==> config.mk <==
export PLATFORM = sky130hd
export DESIGN_NAME = lsu_ex_wb_pipe
export DESIGN_NICKNAME = d
export VERILOG_FILES = /design/src/rtl/lsu_ex_wb_pipe.sv
export SDC_FILE = /design/constraint.sdc
export NUM_CORES = 1
export LEC_CHECK = 0
export BUFFER_PORTS_ARGS = -buffer_cell sky130_fd_sc_hd__buf_2
export CAP_MARGIN = 20
export CORE_MARGIN = 10
export CORE_UTILIZATION = 50
export CTS_BUF_LIST = sky130_fd_sc_hd__clkbuf_2 sky130_fd_sc_hd__clkbuf_4 sky130_fd_sc_hd__clkbuf_8
export DETAILED_ROUTE_END_ITERATION = 7
export PLACE_DENSITY = 0.71
export RECOVER_POWER = 100
export SETUP_SLACK_MARGIN = 0.02
export SYNTH_ARGS = -nofsm -noshare
export SYNTH_HDL_FRONTEND = slang
export SYNTH_SLANG_ARGS = --single-unit
==> constraint.sdc <==
create_clock -name clk -period 2.3 [get_ports clk]
set_clock_uncertainty 0.1 [all_clocks]
set_input_delay 0.46 -clock clk [delete_from_list [all_inputs] [get_ports clk]]
set_output_delay 0.46 -clock clk [all_outputs]
set_load 0.02 [all_outputs]
==> src/rtl/lsu_ex_wb_pipe.sv <==
// EX->WB pipeline stage for the LSU: carries a whole VLIW bundle of LANES slots
// behind a valid/ready handshake with a 2-entry skid buffer and a flush.
module lsu_ex_wb_pipe #(
    parameter int LANES  = 4,
    parameter int REG_W  = 5,
    parameter int SIZE_W = 2
) (
    input  logic                      clk,
    input  logic                      rst,
    input  logic                      flush,
    input  logic                      in_valid,
    output logic                      in_ready,
    input  logic [LANES-1:0]          is_load_in,
    input  logic [LANES-1:0]          zero_ext_in,
    input  logic [LANES-1:0]          is_nop_in,
    input  logic [LANES*SIZE_W-1:0]   size_in,
    input  logic [LANES*REG_W-1:0]    rd_in,
    output logic                      out_valid,
    input  logic                      out_ready,
    output logic [LANES-1:0]          is_load_out,
    output logic [LANES-1:0]          zero_ext_out,
    output logic [LANES-1:0]          is_nop_out,
    output logic [LANES*SIZE_W-1:0]   size_out,
    output logic [LANES*REG_W-1:0]    rd_out,
    output logic [LANES-1:0]          wb_en,
    output logic [1:0]                occupancy
);

    logic                     r_head_valid;
    logic                     r_skid_valid;
    logic                     r_in_ready;
    logic [LANES-1:0]         r_head_load, r_head_zext, r_head_nop;
    logic [LANES*SIZE_W-1:0]  r_head_size;
    logic [LANES*REG_W-1:0]   r_head_rd;
    logic [LANES-1:0]         r_skid_load, r_skid_zext, r_skid_nop;
    logic [LANES*SIZE_W-1:0]  r_skid_size;
    logic [LANES*REG_W-1:0]   r_skid_rd;
    logic                     w_accept;
    logic                     w_pop;
    logic [LANES-1:0]         w_wb_en;

    assign w_accept = in_valid & r_in_ready;
    assign w_pop    = r_head_valid & out_ready;

    // in_ready is its own flop, kept equal to ~skid_valid, so out_ready never reaches it
    always_ff @(posedge clk or negedge rst) begin
        if (!rst) begin
            r_head_valid <= 1'b0;
            r_skid_valid <= 1'b0;
            r_in_ready   <= 1'b1;
            r_head_load  <= '0;
            r_head_zext  <= '0;
            r_head_nop   <= '1;
            r_head_size  <= '0;
            r_head_rd    <= '0;
            r_skid_load  <= '0;
            r_skid_zext  <= '0;
            r_skid_nop   <= '1;
            r_skid_size  <= '0;
            r_skid_rd    <= '0;
        end else if (flush) begin
            r_head_valid <= 1'b0;
            r_skid_valid <= 1'b0;
            r_in_ready   <= 1'b1;
            r_head_load  <= '0;
            r_head_zext  <= '0;
            r_head_nop   <= '1;
            r_head_size  <= '0;
            r_head_rd    <= '0;
        end else if (w_pop && r_skid_valid) begin
            r_head_load  <= r_skid_load;
            r_head_zext  <= r_skid_zext;
            r_head_nop   <= r_skid_nop;
            r_head_size  <= r_skid_size;
            r_head_rd    <= r_skid_rd;
            r_skid_valid <= 1'b0;
            r_in_ready   <= 1'b1;
        end else if (w_accept && (!r_head_valid || w_pop)) begin
            r_head_load  <= is_load_in;
            r_head_zext  <= zero_ext_in;
            r_head_nop   <= is_nop_in;
            r_head_size  <= size_in;
            r_head_rd    <= rd_in;
            r_head_valid <= 1'b1;
        end else if (w_accept) begin
            r_skid_load  <= is_load_in;
            r_skid_zext  <= zero_ext_in;
            r_skid_nop   <= is_nop_in;
            r_skid_size  <= size_in;
            r_skid_rd    <= rd_in;
            r_skid_valid <= 1'b1;
            r_in_ready   <= 1'b0;
        end else if (w_pop) begin
            r_head_valid <= 1'b0;
            r_head_load  <= '0;
            r_head_zext  <= '0;
            r_head_nop   <= '1;
            r_head_size  <= '0;
            r_head_rd    <= '0;
        end
    end

    always_comb begin
        w_wb_en = '0;
        for (int i = 0; i < LANES; i++) begin
            w_wb_en[i] = r_head_valid & r_head_load[i] & ~r_head_nop[i] &
                         (r_head_rd[i*REG_W +: REG_W] != '0);
        end
    end

    assign in_ready     = r_in_ready;
    assign out_valid    = r_head_valid;
    assign is_load_out  = r_head_load;
    assign zero_ext_out = r_head_zext;
    assign is_nop_out   = r_head_nop;
    assign size_out     = r_head_size;
    assign rd_out       = r_head_rd;
    assign wb_en        = w_wb_en;
    assign occupancy    = {1'b0, r_head_valid} + {1'b0, r_skid_valid};

endmodule
Yosys cells after proc, flatten, opt, wreduce, memory -nomap -nowiden:

Index checks and enable logic that the tools add are counted.

* register bits: 83
* bits of input ports: 45
* output and inout bits: 48
* logic and storage cells: 90

* add/subtract/negate cells: 1
* eq/ne operators: 4
* mux-type cells: 36
* bitwise operators: 21
* reduce and logical (&&, ||, !) cells: 15

Operator list (count)
* 20-bit 2-to-1 mux: 5
* 4-bit 2-to-1 mux: 13
* 8-bit 2-to-1 mux: 5
* 5-bit nonzero test: 4
* 1-bit bitwise AND: 14
* 1-bit 2-to-1 mux: 13
* 1-bit inverter: 7
* 3-bit nonzero test: 2
* 4-bit by 2-bit inequality test with 1-bit output, second input constant: 1
* 2-bit AND reduction: 2
* 4-bit AND reduction: 1
* 4-bit nonzero test: 1
* 3-bit by 2-bit inequality test with 1-bit output, second input constant: 1
* 3-bit inequality test, second input constant: 1
* 3-bit AND reduction: 1
* 1-bit by 1-bit adder with 2-bit output: 1
* 1-bit logical AND: 2
* 2-bit inequality test, second input constant: 1
* 1-bit zero test: 1
* 1-bit logical OR: 1

Depth between registers and ports, before layout:

Gate-level depths: netlist of the first run.

* depth in word-level cells: 6
* depth in mapped cells: 7
* mapped depth without buffers: 3

Least setup slack after synthesis of the first run:

No wires, ideal clock.

* path kind: register to output
* start point: register r_head_valid (netlist: out_valid)
* end point: output wb_en[0]
* data arrival time: 1421 ps
* data required time: 1740 ps
* setup slack: 319 ps
* cell stages (with the launch flop): 5
* buffers on the path: 2
* cells stage by stage: dfrtp_1 buf_6 clkbuf_1 nand2_1 nor3_1

* longest elaborated chain between the ends: 3

Ends and longest elaborated chain
* start: declaration: line 29 `logic r_head_valid;`
* start signal: assignment: line 48 `r_head_valid <= 1'b0;`
* start signal: assignment: line 62 `r_head_valid <= 1'b0;`
* start signal: assignment: line 84 `r_head_valid <= 1'b1;`
* 1-bit bitwise AND (3 in series): line 106 `w_wb_en[i] = r_head_valid & r_head_load[i] & ~r_head_nop[i] &`
* end: declaration: line 25 `output logic [LANES-1:0] wb_en,`

No other way between the ends.

Worst setup path in the final report of the first run:

* start point: register r_head_rd[10] (netlist: rd_out[10])
* end point: output wb_en[2]

* longest elaborated chain between the ends: 2

Ends and longest elaborated chain
* start: declaration: line 34 `logic [LANES*REG_W-1:0] r_head_rd;`
* start signal: assignment: line 75 `r_head_rd <= r_skid_rd;`
* start signal: assignment: line 83 `r_head_rd <= rd_in;`
* 5-bit nonzero test: line 107 `(r_head_rd[i*REG_W +: REG_W] != '0);`
* 1-bit bitwise AND: line 106

No other way between the ends.

==> metrics, run 1 <==
outcome finished clean; RSZ-0062 raised after global routing yes; WL/cell 19.93 um; PwrDens 787.1 nW/um^2; GPL Wtd Cong 0.8240; post-route antenna net violation count 0; ant diodes 0; Worst R2R End r_skid_rd[14]; Slew Viols, Final 0; crit path capture type output pin; Slowest cell on crit path or4_4; clock buffers created by TritonCTS 9; Syn Area/Cell 11.53 sq um; Final Cell Area 4731 sq um; WHS Path Cells 2; Critical Path Start rd_out[10]; H-Tree Depth 3; GRT Total Usage 18.16%; Initial Util 51.83%; worst setup path endpoint wb_en[2]; drt drc 0; critical path fanouts, max 3; final core utilization 60.59%; I/O pins 93; r2r worst-path depth 4; Net count, final 483; area grow syn2layout 16.91%; post-synth top area share 45.76%; Die Y 110.0 um; Peak Freq 452.7 MHz; Post-synth EDFFs 0; CP Launch Type flip-flop; Root Buffer clkbuf_8; CP bufs+invs 1; CP Cell Sequence or4_4, nor2_4, nor3_1, buf_2; global-route wire length before repair 17180 um; Post-DP Area 4588 sq um; Slew HR 34.36%; CTS tree yes; min-delay worst type primary input to flip-flop; vias in the first global route 3234; YS warnings 0; Cell variety after synth 31; Slew @ Worst Pin 0.9846 ns; clk buf depth 2; reg2reg start in_ready; grt total ovfl 0; Post-Route WL 10840 um; Worst-Skew Late Latency 0.34 ns; leading area contributor after synthesis dfrtp_1; leading cell types by count after synthesis dfrtp_1 (74), nand2_1 (41), mux2_1 (40), nor3_1 (40), o211ai_1 (36); most common cell in the synthesized netlist dfrtp_1; vias post-DR 3198; pin count of the biggest net entering global routing 68; final hold viol count 0; Core Box Area 7807 sq um; DRT iter0 DRCs 159; CTS Sinks 83; Synth async-reset ratio 100.0%; Mapped Area 4046 sq um; CP top delay family simple AND/OR/NAND/NOR gates; worst vdd ir 0.3567 mV; leakage power 1.880 nW; register area share after synthesis 51.61%; share of cells above drive strength 1 28.28%; CP max stage delay 0.56 ns; Post-DP HPWL 7202 um; WP data required 1.74 ns; Post-synth top flop dfrtp_1; Gate Count Post-Synth 351; Setup TNS 0 ns; Die Area 12090 sq um; final setup vio count 0; Die Wd 110.0 um; #FFs+latches synth 83; post-synthesis net count 397; r2r setup slk 0.13 ns; Crit path depth 4; min Tclk post-route 2.209 ns; IO buf count 92; final worst-path cycle share 96.04%; Critical Path AT 1.65 ns; Vias/cell 5.879; WS Path Type flip-flop to output pin; row count 32; initial antenna violation count 0; dominant cells by area after synthesis dfrtp_1 (46%), mux2_1 (11%), a31oi_2 (9.3%); CTS clk-pin slew, worst paths 0.08 ns; max_cap viols 0; detailed-router iteration count before antenna repair 4
layer usage:
metal,routed length [um],share of wire (%),vias up,global-route usage [%]
met5,0,0,-,0
met4,122,1.1,0,5.669
met3,751,6.9,10,4.447
met2,5238,48,94,29.25
met1,4731,44,1608,23.52
li1,-,-,1486,-
cell type report:
cell class | instances | area, sq um
Sequential cell | 83 | 2088
Clock buffer | 12 | 158.9
Clock inverter | 4 | 25.02
Inverter | 1 | 3.754
Multi-Input combinational cell | 232 | 1770
Timing Repair Buffer | 110 | 556.8
Fill cell | 704 | 3077
Tap cell | 102 | 127.6
registers in the layout, summed over array words and instances (netlist names), 4 cells and up:
register      cells
r_skid_zext       4
is_load_out       4
rd_out           20
is_nop_out        4
zero_ext_out      4
r_skid_load       4
size_out          8
r_skid_size       8
r_skid_nop        4
r_skid_rd        20
worst reg2reg max path, cell delays in order (launching register included):
cell and delay (ns):
dfstp_1 0.65, nand3b_1 0.23, nor3_1 0.44, buf_12 0.29, mux2_1 0.36
logic make-up after synthesis:
| group | after synthesis | synth area share (%) |
|---|---|---|
| compound gates | 90 | 20.07 |
| fa+ha+maj | 1 | 0.3092 |
| buf+inv | 36 | 4.947 |
| flops | 83 | 51.61 |
| mux | 40 | 11.13 |
| simple gates | 101 | 11.94 |
power by group:
part / internal (mW) / total (mW) / switching, mW
Sequential: 1.77 / 1.95 / 0.180
Combinational: 0.314 / 0.792 / 0.478
Clock: 0.460 / 0.977 / 0.517
Total: 2.55 / 3.72 / 1.17
placed cells by master (no fill, tap or decap), types with 2 or more instances in the layout:
cell type,Yosys,routed
or4_1,4,3
dfrtp_1,74,74
nand2_1,41,41
buf_4,5,14
clkbuf_8,0,11
dfstp_2,9,8
o22ai_1,4,4
o2bb2ai_1,4,4
nor3_1,40,41
clkinvlp_4,0,2
o211ai_1,36,36
clkbuf_1,18,44
clkinv_2,0,2
clkbuf_2,0,3
a21oi_1,2,2
a31oi_1,7,7
a31oi_2,30,30
a211oi_1,4,4
buf_2,7,46
mux2_1,40,40
nor2_1,7,5
how the worst min path moves through the flow:
stage                     from  slack (ns)        endpoint
finish               rd_in[18]        0.24   r_skid_rd[18]
global route         rd_in[18]        0.23   r_skid_rd[18]
CTS                 size_in[1]        0.23  r_skid_size[1]
detailed placement         rst        0.25       rd_out[0]
global placement           rst        0.24       rd_out[4]
floorplan                  rst        0.06  is_load_out[0]
stage by stage:
step | setup slack, ns | hold slack (ns) | cells | power, mW
floorplan | 0.3193 | 0.06441 | 351 | 2.470
detailed placement | 0.3242 | 0.2465 | 525 | 2.795
global placement | 0.3316 | 0.2436 | 525 | 2.751
global route | 0.003058 | 0.2348 | 544 | 3.916
finish | 0.09108 | 0.2428 | 544 | 3.723
CTS | 0.02445 | 0.2272 | 542 | 3.773
what timing repair did:
item                                    CTS  global route
hold buffers                              1             0
resized for setup                         2             2
buffers inserted                          0             2
endpoints found under the setup margin    1             3
hold endpoints to repair                 16             0
pin swaps                                 0             0
(Power assumes the default switching activity.)
==> run 2, diff against run 1 <==
--- a/config.mk
+++ b/config.mk
@@ -7,9 +7,11 @@
 export LEC_CHECK = 0
 export BUFFER_PORTS_ARGS = -buffer_cell sky130_fd_sc_hd__buf_2
 export CAP_MARGIN = 20
+export CORE_ASPECT_RATIO = 0.6
 export CORE_MARGIN = 10
 export CORE_UTILIZATION = 50
 export CTS_BUF_LIST = sky130_fd_sc_hd__clkbuf_2 sky130_fd_sc_hd__clkbuf_4 sky130_fd_sc_hd__clkbuf_8
+export CTS_CLUSTER_DIAMETER = 200
 export DETAILED_ROUTE_END_ITERATION = 7
 export PLACE_DENSITY = 0.71
 export RECOVER_POWER = 100
==> run 2 against run 1 <==
Routed wire length is 4.3% higher. Total power is 6.4% higher. Worst setup slack worse by 0.038 ns. Clock power is 20% higher. Cell count is 1.7% higher. Non-clock buffer count is 3 higher. Design area is 2.6% higher. Sequential cell count stayed put. Die area is 0.97% higher. Register-to-register slack better by 0.08 ns. Hold slack worse by 0.021 ns. Critical path depth stayed put. Critical path type unchanged. Critical endpoint is now wb_en[1]. Largest cell class unchanged.
==> metrics, run 2 (same netlist as run 1, synthesis figures left out) <==
outcome finished clean; grt total ovfl 0 (unchanged); DRT iter0 DRCs 228 (+43%); Worst-Skew Late Latency 0.37 ns (+0.03 ns); Post-DP HPWL 7668 um (+6.5%); Setup TNS 0 ns (unchanged); wl on met1 5223 um (+10%); CP Cell Sequence or4_4, nor2_4, nor3_2, buf_4; critical path fanouts, max 3 (unchanged); pin count of the biggest net entering global routing 37 (-46%); share of cells above drive strength 1 31.01% (+2.7 points); routed wl met3 942 um (+25%); Top Metal Used met4; Slew HR 45.04% (+11 points); min-delay worst type primary input to flip-flop; Cells after DPL 531 (+1.1%); most frequent cells in the layout dfrtp_1 (74), buf_2 (47), nand2_1 (41); Net count, final 486 (+0.62%); row count 25 (-22%); ant diodes 0 (unchanged); Root Buffer clkbuf_8; clock buffers created by TritonCTS 9 (unchanged); commonest non-fill, non-tap cell in the layout dfrtp_1; CP top delay family simple AND/OR/NAND/NOR gates; Critical Path AT 1.69 ns (+0.04 ns); Post-DP Area 4626 sq um (+0.82%); Slowest cell on crit path or4_4; CTS tree yes; GRT Total Usage 18.78% (+0.63 points); final setup vio count 0 (unchanged); min Tclk post-route 2.247 ns (+0.03791 ns); CP bufs+invs 1 (unchanged); Slew @ Worst Pin 0.8244 ns (-0.1601 ns); GPL Wtd Cong 0.8324 (+1.0%); fill cell count 676 (-4.0%); IO buf count 92 (unchanged); Post-Route WL 11310 um (+4.3%); PwrDens 816.1 nW/um^2 (+3.7%); Peak Freq 445.1 MHz (-1.7%); RSZ-0062 raised after global routing yes; vias in the first global route 3270 (+1.1%); Initial Util 51.33% (-0.49 points); WS Path Type flip-flop to output pin; wire length on met2 5025 um (-4.1%); CP max stage delay 0.55 ns (about the same); CTS Sinks 83 (unchanged); Final Cell Area 4853 sq um (+2.6%); final hold viol count 0 (unchanged); area grow syn2layout 19.94%; clk buf depth 2 (unchanged); vias post-DR 3232 (+1.1%); initial antenna violation count 0 (unchanged); non-filler cells, final 553 (+1.7%); drt drc 0 (unchanged); post-route antenna net violation count 0 (unchanged); Core Box Area 7883 sq um (+0.96%); Vias/cell 5.844 (-0.58%); H-Tree Depth 3 (unchanged); Slew Viols, Final 0 (unchanged); WP data required 1.74 ns (about the same); Overall Power 3.961 mW (+6.4%); leakage power 1.934 nW (+2.9%); Die Wd 136.1 um (+24%); crit path capture type output pin; CP Launch Type flip-flop; worst vdd ir 0.5096 mV (+43%); final worst-path cycle share 97.69% (+1.6 points); CTS clk-pin slew, worst paths 0.09 ns (about the same); worst setup margin 0.05317 ns (-0.03791 ns); I/O pins 93 (unchanged); Die Area 12210 sq um (+0.97%); max_cap viols 0 (unchanged); Die Y 89.68 um (-18%); global-route wire length before repair 17660 um (+2.8%); DP Worst Slack 0.3104 ns (-0.01378 ns); WL/cell 20.46 um (+2.6%); detailed-router iteration count before antenna repair 4 (unchanged)
run 2: changes by cell type in the layout (fill, tap and decap cells not counted), sizes merged:
cell and delta:
buf +3, bufinv +2, clkbuf -1, clkinv -1
run 2: final cells by class:
type / instances / area (sq um) / share of cell area (%)
Inverter: 1 / 3.754 / 0.07734
Timing Repair Buffer: 113 / 605.6 / 12.48
Tap cell: 108 / 135.1 / 2.784
Clock buffer: 11 / 138.9 / 2.862
Sequential cell: 83 / 2088 / 43.03
Clock inverter: 5 / 80.08 / 1.650
Multi-Input combinational cell: 232 / 1802 / 37.12
run 2: through the flow:
| stage | hold slack [ns] | util, % |
|---|---|---|
| final | 0.2216 | 61.57 |
| after floorplan | 0.06441 | - |
| after detailed placement | 0.3370 | 58.68 |
| after CTS | 0.2118 | 61.65 |
| after global placement | 0.3336 | 58.68 |
| after global routing | 0.2067 | 61.57 |
run 2: worst register-to-register path, stage by stage (launching register included):
cell and delay (ns):
dfrtp_1 0.61, and4b_1 0.25, clkbuf_2 0.64, nand2_1 0.21
a31oi_2 0.21
run 2: timing repair:
action	CTS	global route
pin swaps	0	5
hold buffers	1	0
setup endpoints to repair	2	4
endpoints found under the hold margin	24	0
resized for setup	2	10
buffers inserted	0	5
run 2: worst paths after layout:
| check | start | end | slack [ns] | cells after the start |
|---|---|---|---|---|
| max | rd_out[9] | wb_en[1] | 0.05 | 4 |
| min | rd_in[0] | r_skid_rd[0] | 0.22 | 2 |
| max reg2reg | out_valid | size_out[4] | 0.21 | 4 |
| min reg2reg | r_skid_rd[2] | r_skid_rd[2] | 0.39 | 1 |
| max in group asynchronous | rst | r_skid_rd[10] | 0.43 | 3 |
| min in group asynchronous | rst | size_out[0] | 0.61 | 2 |
run 2: layer usage:
layer / up-vias / GRT usage (%)
met2: 94 / 28.21
li1: 1495 / -
met4: 0 / 5.775
met5: - / 0
met1: 1632 / 24.29
met3: 11 / 7.778
run 2: report_power, final:
| part | switching (mW) | internal, mW | leakage (nW) |
|---|---|---|---|
| Clock | 0.534 | 0.634 | 0.106 |
| Combinational | 0.496 | 0.335 | 0.807 |
| Sequential | 0.187 | 1.77 | 1.02 |
